===== src/rtl/time_report_tx.sv =====
// Latches a finished cycle-count duration on capture and streams it LSB-first as bytes over valid/ready.
// Optional framing (header byte + XOR checksum) is enabled by defining TIME_REPORT_HEADER_EN.
module time_report_tx #(
    parameter int TIME_W = 26
`ifdef TIME_REPORT_HEADER_EN
    , parameter logic [7:0] HEADER_BYTE = 8'hA5
`endif
) (
    input  logic              clk,
    input  logic              rstN,
    input  logic              capture,
    input  logic [TIME_W-1:0] timeDuration,
    output logic [7:0]        txData,
    output logic              txValid,
    input  logic              txReady,
    output logic              busy,
    output logic              done
);

    localparam int NBYTES  = (TIME_W + 7) / 8;
    localparam int SHIFT_W = NBYTES * 8;
`ifdef TIME_REPORT_HEADER_EN
    localparam int FRAME_BYTES = NBYTES + 2;
`else
    localparam int FRAME_BYTES = NBYTES;
`endif
    localparam int IDX_W = $clog2(FRAME_BYTES + 1);

    typedef enum logic [1:0] {
        IDLE = 2'd0,
        SEND = 2'd1,
        DONE = 2'd2
    } state_t;

    state_t             state;
    state_t             nextState;
    logic [SHIFT_W-1:0] shiftReg;
    logic [IDX_W-1:0]   byteIdx;
    logic               fire;
    logic               lastByte;
    logic               dataByte;
`ifdef TIME_REPORT_HEADER_EN
    logic [7:0]         checksum;
`endif

    assign fire     = (state == SEND) && txReady;
    assign lastByte = (byteIdx == IDX_W'(FRAME_BYTES - 1));
`ifdef TIME_REPORT_HEADER_EN
    // Header and checksum slots do not consume the shift register.
    assign dataByte = (byteIdx != '0) && !lastByte;
`else
    assign dataByte = 1'b1;
`endif

    // NOTE: sequential state uses non-blocking assignments so every register samples pre-edge values.
    always_ff @(posedge clk or negedge rstN) begin
        if (!rstN) begin
            state <= IDLE;
        end else begin
            state <= nextState;
        end
    end

    // NOTE: every combinational output gets a default first so no path can infer a latch.
    always_comb begin
        nextState = state;
        case (state)
            IDLE:    if (capture) nextState = SEND;
            SEND:    if (fire && lastByte) nextState = DONE;
            DONE:    nextState = IDLE;
            default: nextState = IDLE;
        endcase
    end

    // NOTE: the shift register is small and explicitly reset, so a mid-frame reset leaves no stale data.
    always_ff @(posedge clk or negedge rstN) begin
        if (!rstN) begin
            shiftReg <= '0;
            byteIdx  <= '0;
`ifdef TIME_REPORT_HEADER_EN
            checksum <= '0;
`endif
        end else if ((state == IDLE) && capture) begin
            shiftReg <= SHIFT_W'(timeDuration);
            byteIdx  <= '0;
`ifdef TIME_REPORT_HEADER_EN
            checksum <= '0;
`endif
        end else if (fire) begin
            byteIdx <= lastByte ? '0 : byteIdx + IDX_W'(1);
            if (dataByte) begin
                shiftReg <= shiftReg >> 8;
`ifdef TIME_REPORT_HEADER_EN
                checksum <= checksum ^ shiftReg[7:0];
`endif
            end
        end
    end

    always_comb begin
        txValid = 1'b0;
        busy    = 1'b0;
        done    = 1'b0;
        txData  = 8'h00;
        case (state)
            SEND: begin
                txValid = 1'b1;
                busy    = 1'b1;
                txData  = shiftReg[7:0];
`ifdef TIME_REPORT_HEADER_EN
                if (byteIdx == '0) begin
                    txData = HEADER_BYTE;
                end else if (lastByte) begin
                    txData = checksum;
                end
`endif
            end
            DONE:    done = 1'b1;
            default: ;
        endcase
    end

endmodule

===== config.mk =====
export PLATFORM = sky130hd
export DESIGN_NAME = time_report_tx
export DESIGN_NICKNAME = d
export VERILOG_FILES = /design/src/rtl/time_report_tx.sv
export SDC_FILE = /design/constraint.sdc
export NUM_CORES = 1
export LEC_CHECK = 0
export CAP_MARGIN = 20
export CORE_MARGIN = 10
export CORE_UTILIZATION = 35
export CTS_CLUSTER_DIAMETER = 50
export DETAILED_ROUTE_END_ITERATION = 10
export DONT_BUFFER_PORTS = 1
export PLACE_DENSITY = 0.55
export SLEW_MARGIN = 5
export SYNTH_ARGS = -nofsm -noshare
export SYNTH_HDL_FRONTEND = slang
export SYNTH_SLANG_ARGS = --single-unit

===== constraint.sdc =====
create_clock -name clk -period 2.2 [get_ports clk]
set_input_delay 0.22 -clock clk [delete_from_list [all_inputs] [get_ports clk]]
set_output_delay 0.22 -clock clk [all_outputs]
set_load 0.1 [all_outputs]

# == After elaboration in Yosys (flattened, before gate mapping) ==
# Index checks and enable logic that the tools add are counted.
# word_totals
regBits,37
in_bits,30
output_inout_bits,11
elab_cells,26
# op_classes
n_addsub,1
eq_ne,5
n_mux,11
reduce_logical,6
# op_table
cell,count
2-to-1 mux 32 bit,2
2-to-1 mux 3 bit,3
2-to-1 mux 8 bit,1
2-to-1 mux 2 bit,2
one-hot mux 2 bit (2 select lines),1
adder 3 x 1 -> 3 bit (second input constant),1
== test 3 x 2 -> 1 bit (second input constant),1
logical AND 1 bit,3
== test 2 x 1 -> 1 bit (second input constant),1
== test 2 bit (second input constant),1
zero test 2 bit,1
2-to-1 mux 1 bit,2
!= test 2 x 1 -> 1 bit (second input constant),1
!= test 2 bit (second input constant),1
AND reduction 2 bit,1
nonzero test 2 bit,1

# == Depth between registers and ports, before layout ==
# Gate-level depths: netlist of run 1.
# logic_depth
depth_word,5
depth_mapped,5
depth_no_buf,4

# == Least setup slack after synthesis of run 1 ==
# No wires, ideal clock.
# synth_path
path_type,register to output
from,register state[1]
to,output port txData[0]
t_arrival_ps,2496
slack_ps,-516
stages_incl_launch_ff,4
path_buffers,1
cell_sequence,dfrtp_1 -> nor2b_1 -> clkbuf_1 -> and2_1
# synth_via
elab_chain_cells,2
# synth_lines
element,line,source
"start, declared",35,state_t state;
"start signal, assigned",60,state <= nextState;
== test 2 x 1 -> 1 bit,105,case (state)
2-to-1 mux 8 bit,105,
"end, declared",13,"output logic [7:0] txData,"
# Every way passes these cells.

# == Worst setup path after layout of run 1 ==
# Ends and elaborated chain as after synthesis.

==> results of run 1 <==
-- per-layer routing --
metal | part of all wire (%) | track usage [%] | vias up | routed length (um)
met3 | 6.6 | 3.84 | 8 | 218
met1 | 43 | 9.81 | 415 | 1410
met2 | 47 | 13.9 | 26 | 1560
met4 | 3.1 | 6.81 | 0 | 102
met5 | 0 | 0 | - | 0
li1 | - | - | 415 | -
-- per-stage QoR --
stage | area (sq um) | worst slack [ns] | util, %
2_1_floorplan | 1610 | 0.256 | -
3_3_place_gp | 1680 | 0.522 | 38.3
3_5_place_dp | 1680 | 0.461 | 38.3
4_1_cts | 1810 | 0.355 | 41.3
5_1_grt | 1810 | 0.291 | 41.3
6_report | 1810 | 0.395 | 41.3
-- flip-flops by register name, summed over array words and instances (netlist names) --
register	cells
shiftReg	26
byteIdx	3
state	2
-- worst max-delay path by stage --
stage	startpoint	slack [ns]	endpoint	depth (start not counted)
2_1_floorplan	state[1]	0.26	txData[0]	3
5_1_grt	state[1]	0.29	txData[2]	2
3_5_place_dp	state[0]	0.46	shiftReg[9]	4
4_1_cts	state[1]	0.36	txData[4]	2
6_report	state[1]	0.39	txData[0]	2
3_3_place_gp	state[0]	0.52	shiftReg[16]	4
-- cell usage in the layout, fill, tap and decap left out, types with 2 or more instances in the layout --
| cell type | Yosys | routed |
|---|---|---|
| dfrtp_1 | 31 | 31 |
| mux2_4 | 24 | 24 |
| mux2_2 | 12 | 12 |
| a22o_1 | 8 | 8 |
| and2_2 | 0 | 7 |
| clkbuf_8 | 0 | 7 |
| buf_4 | 1 | 5 |
| nand2_1 | 3 | 3 |
| a21o_1 | 2 | 2 |
| nor2_1 | 2 | 2 |
| a21oi_1 | 2 | 2 |
| buf_12 | 0 | 2 |
-- Yosys cell counts --
library cell	count
dfrtp_1	31
mux2_4	24
mux2_2	12
a22o_1	8
and2_1	8
nand2_1	3
a21o_1	2
a21oi_1	2
buf_6	2
nor2_1	2
nor2b_1	2
a21oi_4	1
a31oi_1	1
and2b_1	1
buf_2	1
buf_4	1
buf_8	1
clkbuf_1	1
ha_1	1
nand2_2	1
nand2b_1	1
nand2b_4	1
nand3b_1	1
nand4_1	1
o21ai_0	1
or3_1	1
-- power by group --
part	leakage [uW]	total, uW	internal [uW]	switching (uW)
clock	0.0000515	487	285	202
sequential	0.000405	878	766	111
combinational	0.000455	1480	595	881
-- worst reg2reg max path, cell delays in order, from the launching register on --
cell      delay (ns)
dfrtp_1         0.43
nand2b_4        0.35
a21oi_4         0.19
buf_4           0.29
mux2_2          0.38
-- kinds of logic (layout without fill, tap and decap cells) --
logic type,after synthesis,in the layout
AND/OR/NAND/NOR,22,22
adder cells (fa/ha/maj),1,1
flip-flops,31,31
buffers and inverters,6,16
AO/OA/AOI/OAI,15,15
multiplexers,36,36
-- cell type report --
| class | instances | area (sq um) | area share (%) |
|---|---|---|---|
| multi-input cells | 74 | 782 | 43.2 |
| flip-flops and latches | 31 | 776 | 42.8 |
| clock buffers | 8 | 100 | 5.53 |
| repair buffers | 8 | 87.6 | 4.84 |
| well taps | 52 | 65.1 | 3.59 |
==> results by group, run 1 <==
Status
  – Outcome: finished, final reports clean

CTS
  – Post-CTS setup buffer count: 0
  – Number of hold buffers added after CTS: 2
  – H-Tree Level Count: 2
  – Clock Sink Count: 31
  – Clock buffer depth: 2
  – Library cell used as clock root buffer: clkbuf_8
  – Clk Latency, worst-skew pair: 0.28 ns
  – TritonCTS Buffers: 5
  – TritonCTS clock tree: yes
  – Resized cells post-CTS: 0
  – Clock transition at the register clock pins on the worst setup and hold paths after CTS: 0.06 ns

Synth
  – Simple-gate share of the synthesized area: 8.47%
  – Total number of yosys warnings: 0
  – Avg Inst Size Synth: 14.4 sq um
  – Compound-cell area share of the yosys netlist: 7.69%
  – Xor-xnor portion of the synthesized cell area: 0%
  – Register bit count reported by yosys: 31
  – Netlist cell types: 26
  – Sequential share of the synthesized area: 48.6%
  – Multiplexer fraction of the synthesized cell area: 31.1%
  – Area share of the leading cell type in the synthesized netlist: 48.6%
  – Dominant combinational cell family by area after synthesis: multiplexers
  – Adder-cell area share of the yosys netlist: 0.784%
  – Gate count after technology mapping: 111
  – Mapped Area: 0.00160 sq mm
  – Syn Nets: 142
  – Dominant cell type by area after synthesis: dfrtp_1
  – Top cells by area in the synthesized netlist: dfrtp_1, mux2_4, mux2_2, a22o_1, and2_1

Pwr
  – Power density relative to cell area: 1570 mW/mm^2
  – Worst ir drop on vdd: 0.552 mV
  – Static leakage: 0.000912 uW
  – Total design power: 2840 uW

Final layout
  – Post-layout net count: 151
  – Fraction of final layout cells with drive strength greater than 1: 50.4%
  – Antenna diode count: 0
  – Syn-to-layout area delta: 13.5%
  – Filler cells: 398
  – Count of placed standard cells in the final layout, fillers left out: 173

Critical path
  – Crit-path max cell delay: 0.53 ns
  – CP endpoint kind: output port
  – Type of element launching the critical path: flip-flop
  – CP delay by family, top: simple AND/OR/NAND/NOR gates
  – Capture point of the worst reg-to-reg path: shiftReg[9]
  – Critical Setup Path Class: flip-flop to output port
  – Cell-by-cell listing of the critical path: nor2b_4 > and2_2
  – Length in cells of the worst reg-to-reg path: 4
  – Endpoint required time on the critical path: 1.98 ns
  – Register-to-register setup slack: 0.45 ns
  – Arrival time reported for the critical path endpoint: 1.59 ns
  – CP Buf/Inv Count: 0
  – Critical-path maximum fanout: 12
  – Reg2Reg Launch Point: state[0]
  – Cell type of the slowest stage on the worst timing path: and2_2

Place
  – Routability Congestion: 0.781
  – Count of input and output buffers: 0
  – Placed wire-length estimate: 2450 um
  – Placed cells: 163

Timing
  – Normalized max-slew margin: 63.9%
  – Hold violation total from the final report: 0
  – Hold Slack: 0.0403 ns
  – Setup-failing EPs final: 0
  – Unrepaired setup endpoints after global routing: no
  – Period minus WS final: 1.81 ns
  – Post-Route Skew: 0.00273 ns
  – Total Negative Setup Slacks: 0 ns
  – Max frequency: 554 MHz
  – Fraction of the cycle the final worst path needs: 82.1%
  – Worst-Margin Slew: 0.545 ns
  – Number of pins exceeding their max-slew limit in the final report: 0

Routing
  – WL final: 3290 um
  – First-pass detailed-route iteration total: 4
  – Post-detailed-route wirelength per cell: 19.0 um
  – Number of remaining DRC errors: 0
  – Via count: 864
  – First-iteration detailed-routing DRC count: 35
  – Detailed-route vias per instance: 4.99
  – Count of nets left with antenna violations after detail routing: 0

Floorplanning
  – DIE WIDTH: 87.5 um
  – Starting utilization of the core area: 36.4%
  – Die ar.: 0.00766 sq mm
  – Core outline area: 0.00438 sq mm
  – Die boundary height: 87.5 um
  – I/O pins: 41
  – Cell Rows: 24

GRT
  – Largest net degree at the start of global routing: 32
  – Via count of the first global-routing pass: 979
  – First-pass GRT wire length: 5170 um
  – Global Route Usage Sum: 9.09%
  – Global route total overflow: 0
  – Initial antenna violation count: 0

Hold path
  – Hold Path Cell Cnt: 1
  – Path category of the worst min-delay check: input pin to flip-flop
  – Hold path startpoint: txReady
  – Hold worst-path end: byteIdx[2]

Flow run
  – Max_cap viols: 0
No activity file was read; power rests on OpenSTA's default activity.
==> run 2: changes to the inputs <==
==> constraint.sdc (replaced) <==
create_clock -name clk -period 1.7 [get_ports clk]
set_input_delay 0.17 -clock clk [delete_from_list [all_inputs] [get_ports clk]]
set_output_delay 0.17 -clock clk [all_outputs]
set_load 0.1 [all_outputs]
==> run 2 against run 1 <==
  * Global-route usage up 0.15 points
  * Hold slack worse by 0.019 ns
  * Core utilization grew 2.7 points
  * Final area grew 6.4%
  * Final cell count grew 4.0%
  * Register-to-register slack worse by 0.26 ns
  * First-iteration DRC count increased to 2.5 times the previous value
  * Critical path type unchanged
  * Highest routed layer unchanged
==> results by group, run 2 (synthesis gave the netlist of run 1 again) <==
Status
  – Outcome: finished, final reports clean

Floorplanning
  – Core outline area: 0.00438 sq mm (unchanged)
  – DIE WIDTH: 87.5 um (unchanged)
  – Cell Rows: 24 (unchanged)
  – Die ar.: 0.00766 sq mm (unchanged)
  – Starting utilization of the core area: 36.4% (unchanged)
  – I/O pins: 41 (unchanged)
  – Die boundary height: 87.5 um (unchanged)

Final layout
  – Leading registers by flop count: shiftReg (26), byteIdx (3), state (2)
  – Fraction of final layout cells with drive strength greater than 1: 51.6% (+1.1 points)
  – Leading cell types in the layout, fill and taps excluded: dfrtp_1, mux2_4, mux2_2
  – Syn-to-layout area delta: 20.8%
  – Final standard cell utilization of the core: 43.9% (+2.7 points)
  – Most common cell after layout, fill and taps aside: dfrtp_1
  – Final standard cell area without fillers: 0.00193 sq mm (+6.4%)
  – Most flops, register: shiftReg
  – Antenna diode count: 0 (unchanged)
  – Post-layout net count: 158 (+4.6%)
  – Max reg flops: 26 (unchanged)

Routing
  – First-pass detailed-route iteration total: 4 (unchanged)
  – Detailed-route vias per instance: 5.13 (+2.8%)
  – Count of nets left with antenna violations after detail routing: 0 (unchanged)
  – WL final: 3320 um (+0.79%)
  – Number of remaining DRC errors: 0 (unchanged)
  – Via count: 924 (+6.9%)
  – Post-detailed-route wirelength per cell: 18.4 um (-3.1%)
  – First-iteration detailed-routing DRC count: 89 (+150%)

Timing
  – Setup-failing EPs final: 0 (unchanged)
  – Number of pins exceeding their max-slew limit in the final report: 0 (unchanged)
  – Unrepaired setup endpoints after global routing: no
  – Period minus WS final: 1.61 ns
  – Total Negative Setup Slacks: 0 ns (unchanged)
  – Setup WS post-layout: 0.0891 ns (-0.305 ns)
  – Fraction of the cycle the final worst path needs: 94.8%
  – Post-Route Skew: 0.00217 ns (-0.000559 ns)
  – Normalized max-slew margin: 76.7% (+13 points)
  – Hold violation total from the final report: 0 (unchanged)
  – Max frequency: 621 MHz
  – Worst-Margin Slew: 0.348 ns (-0.197 ns)

GRT
  – Global route total overflow: 0 (unchanged)
  – Via count of the first global-routing pass: 1011 (+3.3%)
  – First-pass GRT wire length: 5480 um (+6.0%)
  – Global Route Usage Sum: 9.23% (+0.15 points)
  – Initial antenna violation count: 0 (unchanged)
  – Largest net degree at the start of global routing: 32 (unchanged)

Flow run
  – Max_cap viols: 0 (unchanged)

CTS
  – Library cell used as clock root buffer: clkbuf_8
  – TritonCTS clock tree: yes
  – H-Tree Level Count: 2 (unchanged)
  – Clk Latency, worst-skew pair: 0.28 ns (about the same)
  – Resized cells post-CTS: 0 (unchanged)
  – Clock transition at the register clock pins on the worst setup and hold paths after CTS: 0.06 ns (about the same)
  – TritonCTS Buffers: 5 (unchanged)
  – Clock Sink Count: 31 (unchanged)
  – Clock buffer depth: 2 (unchanged)

Pwr
  – Share of total power in combinational logic: 56.7% (+4.7 points)
  – Static leakage: 0.000965 uW (+5.8%)
  – Share of total power in the clock network: 13.9% (-3.3 points)
  – Sequential share of power: 29.3% (-1.6 points)
  – Switching fraction of total power: 41.2% (-0.87 points)
  – Worst ir drop on vdd: 0.611 mV (+11%)
  – Int Pwr: 2270 uW (+38%)
  – Reported net switching power: 1590 uW (+33%)
  – Power density relative to cell area: 2010 mW/mm^2 (+28%)

Place
  – Routability Congestion: 0.764 (-2.2%)
  – Worst setup slack before clock tree synthesis: 0.192 ns (-0.268 ns)
  – Placed wire-length estimate: 2550 um (+4.1%)
  – Count of input and output buffers: 0 (unchanged)
  – Post-placement cell area: 0.00179 sq mm (+6.6%)

Critical path
  – Type of element launching the critical path: flip-flop
  – CP Buf/Inv Count: 3 (+3)
  – Cell-by-cell listing of the critical path: buf_4 > nor2b_4 > buf_4 > buf_12
  – Arrival time reported for the critical path endpoint: 1.44 ns (-0.15 ns)
  – Endpoint required time on the critical path: 1.53 ns (-0.45 ns)
  – CP delay by family, top: buffers and inverters
  – Worst path most repeated cell: buf_4
  – Crit-path max cell delay: 0.36 ns (-0.17 ns)
  – CP endpoint kind: output port
  – Critical Setup Path Class: flip-flop to output port
  – Critical-path maximum fanout: 10 (-2)
  – Cell type of the slowest stage on the worst timing path: dfrtp_1

Hold path
  – Path category of the worst min-delay check: input pin to flip-flop
-- run 2: final cells by class --
type / instances / area (sq um)
Clock inverter: 1 / 5.00
Tap cell: 52 / 65.1
Clock buffer: 7 / 76.3
Fill cell: 411 / 2460
Multi-Input combinational cell: 74 / 787
Sequential cell: 31 / 776
Timing Repair Buffer: 15 / 218
-- run 2: power groups by stage --
stage               logic (uW)  clock network (uW)  registers [uW]
finish                    2190                 539            1130
global route              2320                 607            1170
CTS                       2200                 567            1140
detailed placement        2160                   0            1150
global placement          2110                   0            1130
floorplan                 1780                   0            1100
-- run 2: worst reg2reg max path: stages (launching register included) --
cell and delay [ns]:
dfrtp_1 0.39, nand2b_4 0.25, buf_12 0.21, mux2_4 0.30
mux2_2 0.26
-- run 2: worst paths after layout --
path,from,end,slack (ns),cells after the start
setup / recovery,state[0],txValid,0.09,4
hold / removal,timeDuration[18],shiftReg[18],0.02,1
setup reg to reg,state[0],shiftReg[14],0.19,4
hold reg to reg,shiftReg[6],shiftReg[6],0.50,1
max in group asynchronous,rstN,shiftReg[8],1.20,2
min in group asynchronous,rstN,shiftReg[2],0.33,2
-- run 2: timing repair --
action                                  in CTS  in global routing
endpoints found under the hold margin       32                  0
hold buffers                                 3                  0
buffers inserted                             1                  1
endpoints found under the setup margin       4                  8
-- run 2: per-stage QoR --
step	power, uW	instances	hold WS [ns]
floorplan	2880	111	-0.126
global placement	3250	167	-0.124
detailed placement	3310	167	-0.124
CTS	3910	179	0.0119
global route	4100	180	0.0117
finish	3870	180	0.0217
-- run 2: per-layer routing --
metal,vias to the layer above,wire length (um),track usage [%],share of wire [%]
met4,0,68,4.35,2.1
met5,-,0,0,0
met3,7,300,4.87,9.0
li1,430,-,-,-
met2,28,1530,13.8,46
met1,459,1420,10.6,43
